$ cat src/rtl/regbank_wr_arbiter.sv
// Round-robin arbiter that shares one register-bank write port between NREQ
// requesters, issuing at most one registered write and one grant pulse per cycle.
module regbank_wr_arbiter #(
  parameter int WIDTH = 8,
  parameter int AW    = 3,
  parameter int NREQ  = 4
) (
  input  logic                  clk,
  input  logic                  reset,
  input  logic                  hold,
  input  logic [NREQ-1:0]       req,
  input  logic [NREQ*AW-1:0]    addr,
  input  logic [NREQ*WIDTH-1:0] data,
  output logic [NREQ-1:0]       gnt,
  output logic                  we,
  output logic [AW-1:0]         waddr,
  output logic [WIDTH-1:0]      wdata,
  output logic [7:0]            wr_count
);

  localparam int PW = (NREQ > 1) ? $clog2(NREQ) : 1;
  localparam int SW = PW + 1;

  // Handshake: req[i] is a valid that must stay asserted, with addr/data
  // stable, until gnt[i] pulses high for one cycle; gnt is the ready. In the
  // gnt cycle the requester may drop req or present its next write. Dropping
  // req before the grant withdraws the request with no side effect.

  logic [NREQ-1:0]  r_gnt;
  logic             r_we;
  logic [AW-1:0]    r_waddr;
  logic [WIDTH-1:0] r_wdata;
  logic [7:0]       r_cnt;
  logic [PW-1:0]    r_ptr;

  logic [NREQ-1:0]  w_elig;
  logic             w_found;
  logic [PW-1:0]    w_win;
  logic [SW-1:0]    w_sum;
  logic [PW-1:0]    w_cand;
  logic [NREQ-1:0]  w_onehot;
  logic [PW-1:0]    w_next_ptr;

  // The requester granted last cycle is masked so it cannot win back-to-back.
  assign w_elig = req & ~r_gnt;

  always_comb begin
    w_found = 1'b0;
    w_win   = '0;
    w_sum   = '0;
    w_cand  = '0;
    for (int i = 0; i < NREQ; i++) begin
      w_sum = {1'b0, r_ptr} + SW'(i);
      if (w_sum >= SW'(NREQ)) begin
        w_sum = w_sum - SW'(NREQ);
      end
      w_cand = w_sum[PW-1:0];
      if (!w_found && w_elig[w_cand]) begin
        w_found = 1'b1;
        w_win   = w_cand;
      end
    end
  end

  assign w_onehot   = {{(NREQ-1){1'b0}}, 1'b1} << w_win;
  assign w_next_ptr = (w_win == PW'(NREQ - 1)) ? '0 : w_win + PW'(1);

  always_ff @(posedge clk or negedge reset) begin
    if (!reset) begin
      r_gnt   <= '0;
      r_we    <= 1'b0;
      r_waddr <= '0;
      r_wdata <= '0;
      r_cnt   <= '0;
      r_ptr   <= '0;
    end else if (hold || !w_found) begin
      r_gnt <= '0;
      r_we  <= 1'b0;
    end else begin
      r_gnt   <= w_onehot;
      r_we    <= 1'b1;
      r_waddr <= addr[w_win*AW +: AW];
      r_wdata <= data[w_win*WIDTH +: WIDTH];
      r_ptr   <= w_next_ptr;
      r_cnt   <= r_cnt + 8'd1;
    end
  end

  assign gnt      = r_gnt;
  assign we       = r_we;
  assign waddr    = r_waddr;
  assign wdata    = r_wdata;
  assign wr_count = r_cnt;

endmodule

$ cat config.mk
export PLATFORM = sky130hd
export DESIGN_NAME = regbank_wr_arbiter
export DESIGN_NICKNAME = d
export VERILOG_FILES = /design/src/rtl/regbank_wr_arbiter.sv
export SDC_FILE = /design/constraint.sdc
export NUM_CORES = 1
export LEC_CHECK = 0
export CAP_MARGIN = 20
export CORE_UTILIZATION = 45
export DETAILED_ROUTE_END_ITERATION = 7
export GPL_ROUTABILITY_DRIVEN = 1
export PLACE_DENSITY_LB_ADDON = 0.12
export SETUP_SLACK_MARGIN = 0.3
export SYNTH_ARGS = -nofsm -noshare
export SYNTH_HDL_FRONTEND = slang
export SYNTH_SLANG_ARGS = --single-unit
$ cat constraint.sdc
create_clock -name clk -period 3.4 [get_ports clk]
set_clock_uncertainty 0.1 [all_clocks]
set_input_delay 1.02 -clock clk [delete_from_list [all_inputs] [get_ports clk]]
set_output_delay 1.02 -clock clk [all_outputs]
set_load 0.02 [all_outputs]
Word-level counts from Yosys, hierarchy flattened
Cells that the tools add are included.
{"block": "op_classes", "n_addsub": 9, "n_mul": 1, "order_cmp": 8, "n_eq_ne": 1, "shifts": 3, "n_mux": 23, "bitwise": 2, "reduce_logical": 8}
{"op": "indexed part select 32 x 6 -> 8 bit", "n": 1}
{"op": "two-way mux 2 bit", "n": 9}
{"op": "less-than comparator 2 x 3 -> 1 bit, second input constant", "n": 4}
{"op": "indexed part select 12 x 5 -> 3 bit", "n": 1}
{"op": "greater-or-equal comparator 3 bit, second input constant", "n": 3}
{"op": "two-way mux 1 bit", "n": 9}
{"op": "adder 8 x 1 -> 8 bit, second input constant", "n": 1}
{"op": "binary-select mux 1 bit (select 2 bit)", "n": 4}
{"op": "subtractor 2 x 1 -> 2 bit, second input constant", "n": 4}
{"op": "adder 2 x 2 -> 3 bit, second input constant", "n": 2}
{"op": "AND 4 bit", "n": 1}
{"op": "zero test 1 bit", "n": 4}
{"op": "multiplier 2 x 2 -> 4 bit, second input constant", "n": 1}
{"op": "two-way mux 4 bit", "n": 1}
{"op": "NOT 4 bit", "n": 1}
{"op": "left shift 1 x 2 -> 4 bit, first input constant", "n": 1}
{"op": "adder 2 x 1 -> 3 bit, second input constant", "n": 1}
{"op": "greater-or-equal comparator 2 x 3 -> 1 bit, second input constant", "n": 1}
{"op": "logical AND 1 bit", "n": 3}
{"op": "adder 2 x 1 -> 2 bit, second input constant", "n": 1}
{"op": "equality test 2 bit, second input constant", "n": 1}
{"op": "logical OR 1 bit", "n": 1}
{"block": "word_totals", "register_bits": 26, "in_bits": 51, "out_inout_bits": 24}

Depth between registers and ports, before layout
{"block": "depth", "word_depth": 17, "ltp_mapped": 8}

Worst setup path after synthesis
OpenSTA, ideal clock, no wires.
{"block": "synth_path", "kind": "input port to flip-flop", "start": "input req[0]", "end": "register r_ptr[1]", "setup_ns": 0.116, "arrival_time_ns": 2.263, "required_ns": 3.184, "setup_slack_ns": 0.921, "stages": 8, "n_path_buf": 1, "cell_sequence": "or3b_1 -> a21o_1 -> o21ai_2 -> inv_2 -> buf_2 -> ha_1 -> nand2_1 -> nand2_1"}
{"block": "synth_between", "elab_chain_cells": 15, "elab_cells_between_ends": 28, "cone_classes": "1 x add/sub; 1 x eq/ne; 17 x mux; 1 x bitwise; 8 x reduce/logical"}
{"item": "from (decl)", "line_no": "11", "rtl": "input logic [NREQ-1:0] req,"}
{"item": "AND 4 bit (*)", "line_no": "45", "rtl": "assign w_elig = req & ~r_gnt;"}
{"item": "binary-select mux 1 bit (select 2 bit)", "line_no": "58", "rtl": "if (!w_found && w_elig[w_cand]) begin"}
{"item": "two-way mux 1 bit (implied by the code)", "line_no": "58"}
{"item": "two-way mux 1 bit", "line_no": "58"}
{"item": "zero test 1 bit", "line_no": "58"}
{"item": "logical AND 1 bit", "line_no": "58"}
{"item": "two-way mux 1 bit", "line_no": "58"}
{"item": "zero test 1 bit", "line_no": "58"}
{"item": "logical AND 1 bit", "line_no": "58"}
{"item": "two-way mux 1 bit", "line_no": "58"}
{"item": "zero test 1 bit", "line_no": "58"}
{"item": "logical AND 1 bit", "line_no": "58"}
{"item": "two-way mux 2 bit (*)", "line_no": "58"}
{"item": "adder 2 x 1 -> 2 bit or equality test 2 bit (tied branches)", "line_no": "66", "rtl": "assign w_next_ptr = (w_win == PW'(NREQ - 1)) ? '0 : w_win + PW'(1);"}
{"item": "two-way mux 2 bit (*)", "line_no": "66"}
{"item": "named net w_next_ptr[1]", "line_no": "42", "rtl": "logic [PW-1:0] w_next_ptr;"}
{"item": "to (signal assigned)", "line_no": "84", "rtl": "r_ptr <= w_next_ptr;"}
{"item": "to (decl)", "line_no": "34", "rtl": "logic [PW-1:0] r_ptr;"}
Mark *: on every way through the listed nets, which the timed path passes. The rest lies on a longest branch. The select of a mux whose other input is x is not followed.
A chain may end at the register's enable or synchronous reset.

Worst setup path in the final report
{"block": "layout_path", "start": "input req[0]", "end": "register r_wdata[4] (netlist: wdata[4])"}
{"block": "layout_between", "elab_chain_cells": 15, "elab_cells_between_ends": 26, "cone_classes": "1 x shift; 16 x mux; 1 x bitwise; 8 x reduce/logical"}
{"item": "AND 4 bit (*)", "line_no": "45"}
{"item": "parallel branches: the longest is 14 deep, another holds binary-select mux 1 bit (select 2 bit)"}
{"item": "to (signal assigned)", "line_no": "83", "rtl": "r_wdata <= data[w_win*WIDTH +: WIDTH];"}
{"item": "to (decl)", "line_no": "32", "rtl": "logic [WIDTH-1:0] r_wdata;"}
Every way passes the cells marked *. The select of a mux whose other input is x is not followed.

==> results_dict.tcl <==
set metrics [dict create \
    clk_latency_ns 0.32 \
    endpoint_kind "flip-flop" \
    cts_tree "built" \
    hp-class "flip-flop to flip-flop" \
    antenna_found_initial 0 \
    stdcell_count 285 \
    r2r_setup_slack_ns 1.30 \
    grt_use_total_pct 25.55 \
    layout_commonest_cell "clkdlybuf4s50_1" \
    clock_path_buffers 2 \
    fin_crit_ns 2.842 \
    dp_slack_ns 0.2216 \
    worstPathCellList "clkdlybuf4s50_1 -> or3b_1 -> o32a_2 -> nand2_2 -> inv_2 -> o2111a_1 -> a41oi_2" \
    final_cell_mix "74 x clkdlybuf4s50_1, 30 x nand2_1, 26 x dfrtp_1" \
    drtAntennaViolNets 0 \
    power_frac_seq_pct 29.3 \
    fp.dieW_um 62.52 \
    critPathKind "primary input to flip-flop" \
    vias_per_cell 5.747 \
    io_buffers 74 \
    synth_nets 221 \
    place_inst 281 \
    power_density_nw_per_um2 765.7 \
    wl_um 4767 \
    drtIter0Drc 83 \
    maxCapViolations 0 \
    synth_area_sq_um 1648 \
    ir_worst_vdd_mv 0.4843 \
    cts-htree-levels 1 \
    fillers 272 \
    fin_setup_tns_ns 0 \
    grt_pass1_vias 1717 \
    drc_errors 0 \
    cts_root_buf "clkbuf_4" \
    worstPathArrival_ns 2.99 \
    p_leak_nw 0.9538 \
    relSlewSlack_pct 66.77 \
    synthFlopType "dfrtp_1" \
    rows 21 \
    slew_viol_final 0 \
    synthArstFlopShare_pct 100.0 \
    netSwitchingFraction_pct 42.49 \
    synth-seq-area-share_pct 39.48 \
    met1_length_um 2051 \
    crit_required_ns 3.54 \
    synth-edff-count 0 \
    whs_ns 0.3883 \
    antenna_cells 0 \
    wl_per_cell_um 16.73 \
    p_int_mw 1.093 \
    coreArea_sq_um 3416 \
    die_h_um 62.52 \
    fin_util_pct 72.64 \
    dieArea_sq_um 3908 \
    ys.warnings.count 0 \
    gp_congestion 0.8357 \
    cp_slowest_cell "clkdlybuf4s50_1" \
    top_layer "met4" \
    status "finished, final reports clean" \
    worst_slew_pin_slew_ns 0.4977 \
    critPathLaunchType "primary input" \
    fmax_mhz 351.9 \
    vias 1638 \
    io_pins 75 \
    max_stage_delay_ns 0.50 \
    setup_slack_ns 0.5582 \
    grt_max_degree 31 \
    ys_ff_latch 26 \
    first_pass_iters 4 \
    syn_avg_cell_area_sq_um 9.809 \
    nNetsFinal 293 \
    switchingPower_mw 0.8073 \
    p_comb_share_pct 59.6 \
    met3_length_um 301 \
    initial_utilization_pct 48.24 \
    areaGrowthSynthToFinish_pct 50.57 \
    met2_length_um 2380 \
    holdBufCountCts 0 \
    clkPwrFrac_pct 11.1 \
    cts-buffers-inserted 3 \
    rsz0062_at_grt "no" \
    cp_top_family "compound AO/OA/AOI/OAI gates" \
    cts_setup_buffers 0 \
    grt_overflow_total 0 \
    clk_pin_slew_ns 0.14 \
    grt_pass1_wl_um 7997 \
    syn_inst 168 \
    critPathMaxFanout 23 \
    period_share_pct 83.58 \
    path_buf_inv 2 \
    cts_resized 0 \
    cts_sinks 26 \
    hold_viol_final 0 \
    dpl.hpwl_um 3401 \
    synth.distinct_cells 31 \
    finalSetupViolations 0 \
    drive_gt1_share_pct 10.46 \
]
## logic make-up (layout without fill, tap and decap cells)
family / after synthesis / count (layout) / share of synthesized area, %
flip-flops: 26 / 26 / 39.48
AO/OA/AOI/OAI: 31 / 31 / 21.11
AND/OR/NAND/NOR: 85 / 85 / 29.23
XOR/XNOR: 7 / 7 / 3.721
adder cells (fa/ha/maj): 2 / 2 / 1.518
buffers and inverters: 17 / 88 / 4.935
## power by group through the flow
stage / clock network [mW] / logic, mW / registers [mW]
after detailed placement: 0 / 1.12 / 0.561
final: 0.211 / 1.13 / 0.557
after floorplan: 0 / 0.549 / 0.691
after CTS: 0.217 / 1.13 / 0.554
after global routing: 0.228 / 1.21 / 0.571
after global placement: 0 / 1.09 / 0.552
## path summary, 6_finish.rpt
kind,from,endpoint,cells after the start
max reg2reg,r_ptr[1],r_ptr[1],7
max,req[0],wdata[4],7
min,wr_count[7],wr_count[7],1
max in group asynchronous,reset,wr_count[5],2
min reg2reg,wr_count[7],wr_count[7],1
min in group asynchronous,reset,gnt[1],2
## layout make-up
type / instances / area [sq um] / share of cell area, %
Clock inverter: 1 / 30.03 / 1.210
Tap cell: 46 / 57.56 / 2.320
Clock buffer: 3 / 22.52 / 0.9077
Sequential cell: 26 / 650.6 / 26.22
Multi-Input combinational cell: 125 / 915.9 / 36.91
Timing Repair Buffer: 81 / 793.3 / 31.97
Inverter: 3 / 11.26 / 0.4539
## through the flow
stage               instance area [sq um]  power [mW]
detailed placement                   2429       1.685
floorplan                            1648       1.239
global placement                     2429       1.644
CTS                                  2481       1.905
finish                               2481       1.900
global route                         2481       2.014
## synth_stat cells (all sizes together), types with 2 or more instances
| cell type | instances | area, sq um |
|---|---|---|
| a21o | 2 | 15.01 |
| a41oi | 11 | 156.4 |
| and2 | 2 | 12.51 |
| and3 | 2 | 12.51 |
| buf | 10 | 55.05 |
| clkbuf | 4 | 15.01 |
| dfrtp | 26 | 650.6 |
| ha | 2 | 25.02 |
| inv | 3 | 11.26 |
| nand2 | 31 | 118.9 |
| nand2b | 4 | 25.02 |
| nand3 | 4 | 20.02 |
| nand3b | 22 | 165.2 |
| nand4 | 13 | 81.33 |
| nor3 | 2 | 10.01 |
| nor3b | 2 | 15.01 |
| o2111a | 11 | 123.9 |
| o21ai | 4 | 23.77 |
| xnor2 | 7 | 61.31 |
## metal layers
layer,global-route usage [%],up-vias
li1,-,774
met1,32.44,789
met2,44.70,71
met3,4.015,4
met4,6.977,0
met5,0,-
## state kept, by name (all words and copies together) (netlist names)
signal / flops
waddr: 3
we: 1
wr_count: 8
wdata: 8
gnt: 4
r_ptr: 2
Power figures use the tool's default switching activity.
